==> config.mk <==
export PLATFORM = sky130hd
export DESIGN_NAME = weighted_rr_arbiter
export DESIGN_NICKNAME = d
export VERILOG_FILES = /design/src/rtl/weighted_rr_arbiter.sv
export SDC_FILE = /design/constraint.sdc
export NUM_CORES = 1
export LEC_CHECK = 0
export ABC_AREA = 1
export CORE_MARGIN = 2
export CORE_UTILIZATION = 47
export DETAILED_ROUTE_END_ITERATION = 10
export PLACE_DENSITY = 0.92
export SKIP_LAST_GASP = 1
export SYNTH_ARGS = -nofsm -noshare
export SYNTH_HDL_FRONTEND = slang
export SYNTH_SLANG_ARGS = --single-unit
==> constraint.sdc <==
create_clock -name clk -period 2.3 [get_ports clk]
set_input_delay 0.23 -clock clk [delete_from_list [all_inputs] [get_ports clk]]
set_output_delay 0.23 -clock clk [all_outputs]
set_load 0.02 [all_outputs]
==> src/rtl/weighted_rr_arbiter.sv <==
// weighted_rr_arbiter
//
// Weighted round-robin arbiter. It merges NUM_CH valid/ready producer streams
// into one registered valid/ready output. A channel that wins the grant may
// send up to its weight in beats (PACKET_MODE=0) or in packets delimited by
// in_last (PACKET_MODE=1). After that the search restarts at the next channel.
// Each hand-over costs one IDLE select cycle.
//
// Ports
//   clk        rising-edge clock
//   rst_n      asynchronous active-low reset
//   in_valid   per-channel valid
//   in_ready   per-channel ready, one-hot on the granted channel or zero
//   in_data    channel i occupies [i*DATA_W +: DATA_W]
//   in_last    per-channel end-of-packet (used only in packet mode)
//   out_valid  output register holds a beat
//   out_ready  downstream accepts the beat
//   out_data   registered data
//   out_ch     source channel of out_data
//   out_last   registered in_last (always 1 in beat mode)

module weighted_rr_arbiter #(
    parameter int NUM_CH            = 4,
    parameter int DATA_W            = 8,
    parameter int WEIGHT_W          = 4,
    parameter int WEIGHTS [NUM_CH]  = '{default: 1},
    parameter bit PACKET_MODE       = 1'b0
) (
    input  logic                      clk,
    input  logic                      rst_n,
    input  logic [NUM_CH-1:0]         in_valid,
    output logic [NUM_CH-1:0]         in_ready,
    input  logic [NUM_CH*DATA_W-1:0]  in_data,
    input  logic [NUM_CH-1:0]         in_last,
    output logic                      out_valid,
    input  logic                      out_ready,
    output logic [DATA_W-1:0]         out_data,
    output logic [$clog2(NUM_CH)-1:0] out_ch,
    output logic                      out_last
);

    localparam int CH_W = $clog2(NUM_CH);

    typedef enum logic {
        IDLE  = 1'b0,
        BURST = 1'b1
    } state_e;

    state_e              state_q;
    logic [CH_W-1:0]     cur_q;
    logic [CH_W-1:0]     ptr_q;
    logic [WEIGHT_W-1:0] credit_q;
    logic                out_valid_q;
    logic [DATA_W-1:0]   out_data_q;
    logic [CH_W-1:0]     out_ch_q;
    logic                out_last_q;

    // Effective weights: a weight of 0 would starve the channel, so it
    // is promoted to 1.
    logic [WEIGHT_W-1:0] weight_eff [NUM_CH];
    logic [DATA_W-1:0]   data_ch    [NUM_CH];

    for (genvar g = 0; g < NUM_CH; g++) begin : g_ch
        assign weight_eff[g] = (WEIGHTS[g] == 0) ? WEIGHT_W'(1) : WEIGHT_W'(WEIGHTS[g]);
        assign data_ch[g]    = in_data[g*DATA_W +: DATA_W];
    end

    // Rotating priority search. The first requester at or after ptr_q wins.
    // The sum needs one extra bit so it can exceed NUM_CH before wrapping.
    logic            found;
    logic [CH_W-1:0] pick;
    logic [CH_W:0]   search_idx;

    // NOTE: every always_comb output gets a default first, so no path
    // through the block leaves a value held and infers a latch.
    always_comb begin
        found      = 1'b0;
        pick       = ptr_q;
        search_idx = '0;
        for (int i = 0; i < NUM_CH; i++) begin
            search_idx = {1'b0, ptr_q} + (CH_W+1)'(i);
            if (search_idx >= (CH_W+1)'(NUM_CH)) begin
                search_idx = search_idx - (CH_W+1)'(NUM_CH);
            end
            if (!found && in_valid[search_idx[CH_W-1:0]]) begin
                found = 1'b1;
                pick  = search_idx[CH_W-1:0];
            end
        end
    end

    // The output register can take a beat when it is empty or draining.
    logic            can_load;
    logic            cur_valid;
    logic            xfer;
    logic            credit_dec;
    logic            burst_end;
    logic [CH_W-1:0] next_ptr;

    assign can_load   = !out_valid_q || out_ready;
    assign cur_valid  = in_valid[cur_q];
    assign xfer       = (state_q == BURST) && cur_valid && can_load;
    assign credit_dec = xfer && (!PACKET_MODE || in_last[cur_q]);
    // In beat mode a channel that stops while it could send gives up its
    // grant. In packet mode only the packet's end can release the grant.
    assign burst_end  = (credit_dec && (credit_q == WEIGHT_W'(1)))
                     || (!PACKET_MODE && (state_q == BURST) && can_load && !cur_valid);
    assign next_ptr   = (cur_q == CH_W'(NUM_CH - 1)) ? '0 : cur_q + 1'b1;

    always_comb begin
        in_ready = '0;
        if (state_q == BURST) begin
            in_ready[cur_q] = can_load;
        end
    end

    // NOTE: sequential state uses non-blocking assignments only. Every
    // register sees the values from before the edge, whatever the statement
    // order.
    always_ff @(posedge clk or negedge rst_n) begin
        if (!rst_n) begin
            state_q     <= IDLE;
            cur_q       <= '0;
            ptr_q       <= '0;
            credit_q    <= '0;
            out_valid_q <= 1'b0;
            out_data_q  <= '0;
            out_ch_q    <= '0;
            out_last_q  <= 1'b0;
        end else begin
            case (state_q)
                IDLE: begin
                    if (found) begin
                        cur_q    <= pick;
                        credit_q <= weight_eff[pick];
                        state_q  <= BURST;
                    end
                end
                BURST: begin
                    if (credit_dec) begin
                        credit_q <= credit_q - 1'b1;
                    end
                    if (burst_end) begin
                        state_q <= IDLE;
                        ptr_q   <= next_ptr;
                    end
                end
            endcase

            // A load and a drain in the same cycle keep the register full.
            // This gives one beat per cycle.
            if (xfer) begin
                out_valid_q <= 1'b1;
                out_data_q  <= data_ch[cur_q];
                out_ch_q    <= cur_q;
                out_last_q  <= PACKET_MODE ? in_last[cur_q] : 1'b1;
            end else if (out_ready) begin
                out_valid_q <= 1'b0;
            end
        end
    end

    assign out_valid = out_valid_q;
    assign out_data  = out_data_q;
    assign out_ch    = out_ch_q;
    assign out_last  = out_last_q;

endmodule

# Yosys cells after proc, flatten, opt, wreduce, memory -nomap -nowiden
# Cells that the tools add are included.
# Widths: inputs -> output; s select.
# op_classes
n_reduce_logical,20
n_addsub,9
eq_ne,4
muxes,40
magnitude_cmp,12
bitwise,4
# ops
op,count
$mux 4,5
$mux 2,9
$bmux 8 s2,1
$mux 8,2
$ge 3x3->1 const B,5
$lt 2x3->1 const B,5
$mux 1,14
$bmux 1 s2,5
$logic_and 1x1->1,9
$bmux 4 s2,1
$pmux 4 s2,1
$sub 2x1->2 const B,4
$add 2x2->3 const B,2
$not 2->3,2
$reduce_and 2->1,3
$logic_not 1->1,5
$and 4x4->4,1
$eq 4x1->1 const B,1
$sub 4x1->4 const B,1
$add 2x1->3 const B,1
$ge 2x3->1 const B,1
$add 2x1->2 const B,1
$demux 1 s2,1
$eq 2x2->1 const B,1
7 further kinds,8
# word_totals
output_inout_bits,16
inputBits,43
regBits,21

# Longest topological paths before layout
# Gate-level depths: netlist of run 1.
# depth
ltp_word,20
mapped_depth,13
mapped_depth_nobuf,12

# Worst setup path before layout of run 1
# OpenSTA, ideal clock, no wires.
# synth_path
kind,flip-flop to output port
start,register cur_q[0]
end,output in_ready[0]
stages_incl_launch_ff,7
path_slack_ns,0.670
path_buffers,2
arrival_ns,1.400
cell_sequence,dfrtp_1 > inv_1 > clkbuf_1 > buf_2 > ha_1 > inv_1 > nor2_1
# synth_between
elab_chain_len,6
# synth_rtl
item,line_no,source
"start, declared",50,logic [CH_W-1:0] cur_q;
"start signal, assigned",134,cur_q <= pick;
$lt 2x3->1 (implied by the code) or $ge 2x1->1 (tied branches),113,in_ready[cur_q] = can_load;
$logic_and 1x1->1 (implied by the code),113,
$mux 1 (implied by the code),113,
$demux 1 s2 *,113,
$and 4x4->4 (no line) *,--,
$mux 4 *,112,if (state_q == BURST) begin
"end, declared",32,"output logic [NUM_CH-1:0] in_ready,"
# Every way passes the cells marked *; elsewhere a longest branch is shown, timed or not.

# Worst setup path in the final report of run 1
# layout_path
start,register cur_q[1]
end,output in_ready[0]
# The elaborated chain is that of the path after synthesis.

==> metrics, run 1 <==
CTS tree=yes; post-synthesis area per instance=6.78 µm²; met1 usage=0.277; Final min period=2210 ps; Initial Util=0.500; clk sinks=21; DIE HEIGHT=61.2 µm; initial antenna violation count=0; clk_lat worst skew=310 ps; routed vias=1596; Die Area=3750 µm²; largest net degree at the start of global routing=22; worst slew pin tran=about 470 ps; max incr delay on CP=~600 ps; setup violators final=0; synth top area cells=dfrtp_1, nand2_1, o21ai_0, nand3_1, nor2_1; post-synthesis sequential area ratio=0.341; post-cts sizing count=0; post-CTS setup buffers=0; Int Pwr=1.38 mW; antenna viol nets, final=0; most common cell after layout, fill and taps aside=nand2_1; max-cap violations=0; CTS root buf=clkbuf_4; Hold Crit Class=in2async; Placed Cells=between 300 and 400; Final Hold Vio Count=0; sw frac=0.510; Syn Inst Count=227; non-filler cells, final=roughly 320; critical-path cell list=inv_1 > ha_1 > inv_1 > nor2_1 > clkdlybuf4s50_1; Power per Cell Area=1320 nW/µm²; total core area=3080 µm²; first-pass GRT wire length=6.42 mm; slew margin rel.=0.687; crit-path max FO=12; WL final=3.59 mm; Cell Area, Synth=1540 µm²; placer congestion estimate=between 0.8 and 0.9; reg-to-reg slack, setup=approximately 400 ps; Synth Register Bits=21; I/O Buffers=54; nature of the critical path endpoint=output port; Startpoint Class=flop; diode count=0; Worst Clk Skew=3.02 ps; Leak=approximately 1.0 nW; met3 usage=0.0525; Comb pwr share=0.701; Remaining DRCs=0; unrepaired setup endpoints after global routing=false; Worst Path Arrival=1980 ps; status=finished clean; Avg WL per Cell=11.1 µm; commonest non-fill, non-tap cells in the layout=nand2_1, clkdlybuf4s50_1, nor2_1; hold buffers post-CTS=0; Cell variety after synth=25; Clock H-tree levels=1; Clk network pwr share=0.064; met2 Resource Use GR=0.398; total CTS buffers=3; post-layout util=0.697; top-area cell type share of the netlist area=0.341; hold slack=242 ps; Tcrit/Tclk final=0.959; fraction of layout cells with a size suffix above 1=0.0857; io pins=59; WP data required=2070 ps; Psw=~1.4 mW; std cell rows=20; Die Wd=61.2 µm; most used cell, CP=inv_1; vias per cell=4.93; achievable clock frequency=between 400 and 500 MHz; slowest CP cell=clkdlybuf4s50_1; Max VDD drop=~720 µV; Syn-to-layout area delta=39.3%; Synth Net Count=276; fillers=256; GRT Util Overall=0.224; global routing's busiest layer=met2; WS Path Type=reg2out; Synth area leader=dfrtp_1; vias in the first global route=1560; Max Root-Sink Buffers=2; first-pass detailed-route iteration total=4; global route overflow=0; setup tns final=0 ps; number of DRC markers in iteration 0=92; Seq pwr share=0.235; total number of yosys warnings=0; Final Max Tran Viols=0; Worst-path clk slew=about 110 ps; HPWL Detailed=~2.8 mm; NumNets Final=330
[path summary, 6_finish.rpt]
path,from,end,cells after the start
max in group asynchronous,rst_n,ptr_q[1],2
hold reg to reg,out_last,out_last,1
min in group clk,out_last,out_last,1
setup reg to reg,cur_q[0],credit_q[1],8
setup / recovery,cur_q[1],in_ready[0],5
hold / removal,rst_n,out_last,2
[worst max-delay path, delay by kind of cell (launching register included)]
family / cells / cell delay, ps
buffers and inverters: 3 / 940
AND/OR/NAND/NOR: 1 / 110
adder cells (fa/ha/maj): 1 / 220
flip-flops: 1 / 390
[layout make-up]
cell class	count	area [µm²]	area share
multi-input combinational	173	873	0.407
timing repair buffer	59	578	0.270
sequential	21	526	0.245
inverter	23	86.3	0.0403
tap	44	55.1	0.0257
clock buffer	4	26.3	0.0123
[flip-flops by register name, summed over array words and instances (netlist names)]
signal     cells
out_data       8
credit_q       4
cur_q          2
out_ch         2
ptr_q          2
out_last       1
out_valid      1
state_q        1
[kinds of logic (layout without fill, tap and decap cells)]
logic type | count (synthesis) | after routing | share of synthesized area
simple gates | 129 | 129 | 0.369
compound gates | 37 | 37 | 0.144
buf+inv | 33 | 86 | 0.0911
flops | 21 | 21 | 0.341
fa+ha+maj | 6 | 6 | 0.0488
xor+xnor | 1 | 1 | 0.00569
[Yosys cell counts]
master	number
o21ai_4	1
o22ai_1	8
nor2_8	1
nand4_1	2
a21oi_1	1
ha_1	6
o21ai_2	2
xor2_1	1
clkbuf_1	4
buf_4	1
dfrtp_1	21
nand2_1	77
o21ai_1	3
nand2_2	3
buf_2	4
or2_2	1
inv_1	21
a21oi_2	1
nand2_4	4
nor2_1	23
nand3_1	18
a31o_2	1
inv_2	2
buf_6	1
o21ai_0	20
[layer usage]
layer / up-vias / wire length (µm)
met3: 5 / 253
met4: 0 / 27
met1: 708 / 1540
met5: - / 0
li1: 830 / -
met2: 53 / 1770
[stage by stage]
step	setup slack (ps)	cell area [µm²]	power [mW]
CTS	78.5	2140	2.85
global route	2.07	2140	3.12
finish	94.8	2140	2.83
detailed placement	256	2120	2.66
global placement	281	2120	2.60
floorplan	670	1540	2.09
[power by group through the flow]
stage | registers, mW | logic, mW | clock network [mW]
finish | 0.664 | 1.98 | 0.181
global route | 0.689 | 2.24 | 0.198
CTS | 0.664 | 2.00 | 0.183
detailed placement | 0.671 | 1.99 | 0
global placement | 0.662 | 1.94 | 0
floorplan | 0.756 | 1.34 | 0
(Power assumes the default switching activity.)
==> inputs of run 2 (changes only) <==
==> constraint.sdc (replaced) <==
create_clock -name clk -period 2.85 [get_ports clk]
set_input_delay 0.285 -clock clk [delete_from_list [all_inputs] [get_ports clk]]
set_output_delay 0.285 -clock clk [all_outputs]
set_load 0.02 [all_outputs]
==> run 2 against run 1 <==
  * Core utilization decreased by 0.49 points
  * Largest power group unchanged
  * Worst setup slack improved by 300 ps
  * Total power decreased by 20%
==> metrics, run 2 (synthesis gave the netlist of run 1 again) <==
Final Hold Vio Count=0 (unchanged); post-cts sizing count=0 (unchanged); std cell rows=20 (unchanged); vias per cell=4.93 (about the same); Die Wd=61.2 µm (unchanged); reg-to-reg slack, setup=750 ps (was 400 ps); routed vias=1587 (was 1596); I/O Buffers=54 (unchanged); FF-to-FF Start=cur_q[1] (was cur_q[0]); area of the multi-input gates=873 µm² (unchanged); fillers=267 (was 256); WP data required=2570 ps (was 2070 ps); total CTS buffers=3 (unchanged); setup tns final=0 ps (unchanged); HPWL Detailed=2.72 mm (was 2.78 mm); fraction of layout cells with a size suffix above 1=0.0791 (was 0.0857); Final Max Tran Viols=0 (unchanged); worst slew pin tran=910 ps (was 468 ps); max-cap violations=0 (unchanged); Power per Cell Area=1070 nW/µm² (was 1320 nW/µm²); r2r worst-path depth=7 (was 8); placer congestion estimate=0.892 (was 0.870); Remaining DRCs=0 (unchanged); clk_lat worst skew=290 ps (was 310 ps); status=finished clean (unchanged); vias in the first global route=1512 (was 1560); Worst Path Arrival=2170 ps (was 1980 ps); Die Area=3750 µm² (unchanged); crit-path max FO=13 (was 12); Startpoint Class=flop (unchanged); Hold Crit Class=reg2reg (was in2async); Syn-to-layout area delta=38.4% (was 39.3%); CTS root buf=clkbuf_4 (unchanged); number of DRC markers in iteration 0=79 (was 92); io pins=59 (unchanged); global route overflow=0 (unchanged); unrepaired setup endpoints after global routing=false (unchanged); WS Path Type=reg2out (unchanged); Final min period=2460 ps; diode count=0 (unchanged); Tcrit/Tclk final=0.862; Max VDD drop=531 µV (was 723 µV); Worst Clk Skew=2.41 ps (was 3.02 ps); initial antenna violation count=0 (unchanged); Hold Startpoint=out_last; R2R Path End=credit_q[1] (unchanged); Reg area=526 µm² (unchanged); Worst-path clk slew=110 ps (about the same); setup violators final=0 (unchanged); Max Root-Sink Buffers=2 (unchanged); post-CTS setup buffers=0 (unchanged); most common cell after layout, fill and taps aside=nand2_1 (unchanged); antenna viol nets, final=0 (unchanged); DIE HEIGHT=61.2 µm (unchanged); WL final=3.56 mm (was 3.59 mm); CTS tree=yes (unchanged); number of flip-flops in the largest register=8 (unchanged); first-pass GRT wire length=5.99 mm (was 6.42 mm); Initial Util=0.500 (unchanged); first-pass detailed-route iteration total=4 (unchanged); Clock H-tree levels=1 (unchanged); clk sinks=21 (unchanged); hold buffers post-CTS=0 (unchanged); largest net degree at the start of global routing=22 (unchanged); Avg WL per Cell=11.0 µm (was 11.1 µm); Leak=1.03 nW (was 1.04 nW); slew margin rel.=0.391 (was 0.687); achievable clock frequency=roughly 410 MHz; nature of the critical path endpoint=output port (unchanged); NumNets Final=328 (was 330); post-layout util=0.692 (was 0.697); Hold EP=out_last; commonest non-fill, non-tap cells in the layout=nand2_1, clkdlybuf4s50_1, nor2_1 (unchanged); GRT Util Overall=0.211 (was 0.224); hold depth=1; total core area=3080 µm² (unchanged)
## run 2: worst max-delay path, cell delays in order, from the launching register on
cell	delay (ps)
dfrtp_1	560
inv_1	360
ha_1	210
inv_1	40
nor2_1	110
clkdlybuf4s50_1	610
## run 2: worst max path at each step
stage,from,to,slack [ps],cells past startpoint
CTS,cur_q[1],in_ready[0],370,5
finish,cur_q[1],in_ready[0],390,5
detailed placement,cur_q[1],in_ready[0],710,5
global placement,cur_q[1],in_ready[0],720,5
floorplan,cur_q[0],in_ready[0],1160,6
global route,cur_q[1],in_ready[0],270,5
## run 2: per-stage QoR
stage | power, mW | hold WS (ps) | setup WS (ps) | cell area, µm² | cells
6_report | 2.27 | 479 | 394 | 2130 | 322
5_1_grt | 2.50 | 496 | 270 | 2130 | 322
4_1_cts | 2.28 | 480 | 374 | 2130 | 322
3_5_place_dp | 2.14 | 453 | 706 | 2100 | 318
3_3_place_gp | 2.09 | 449 | 715 | 2100 | 318
2_1_floorplan | 1.69 | -10.6 | 1160 | 1540 | 227
## run 2: cell type report
| cell class | count | share of cell area |
|---|---|---|
| multi-input cells | 173 | 0.410 |
| repair buffers | 57 | 0.264 |
| flip-flops and latches | 21 | 0.247 |
| inverters | 23 | 0.0405 |
| well taps | 44 | 0.0259 |
| clock buffers | 4 | 0.0123 |
## run 2: power breakdown
part	internal, mW	total [mW]	leakage (nW)	switching (mW)
combinational	0.614	1.57	0.762	0.959
sequential	0.438	0.560	0.257	0.122
clock	0.0543	0.137	0.0150	0.0825
## run 2: layer usage
layer | track usage | share of wire | wire length [µm]
met5 | 0 | 0 | 0
met4 | 0.0683 | 0.0034 | 12
met3 | 0.0504 | 0.066 | 236
met2 | 0.368 | 0.49 | 1730
met1 | 0.256 | 0.44 | 1580
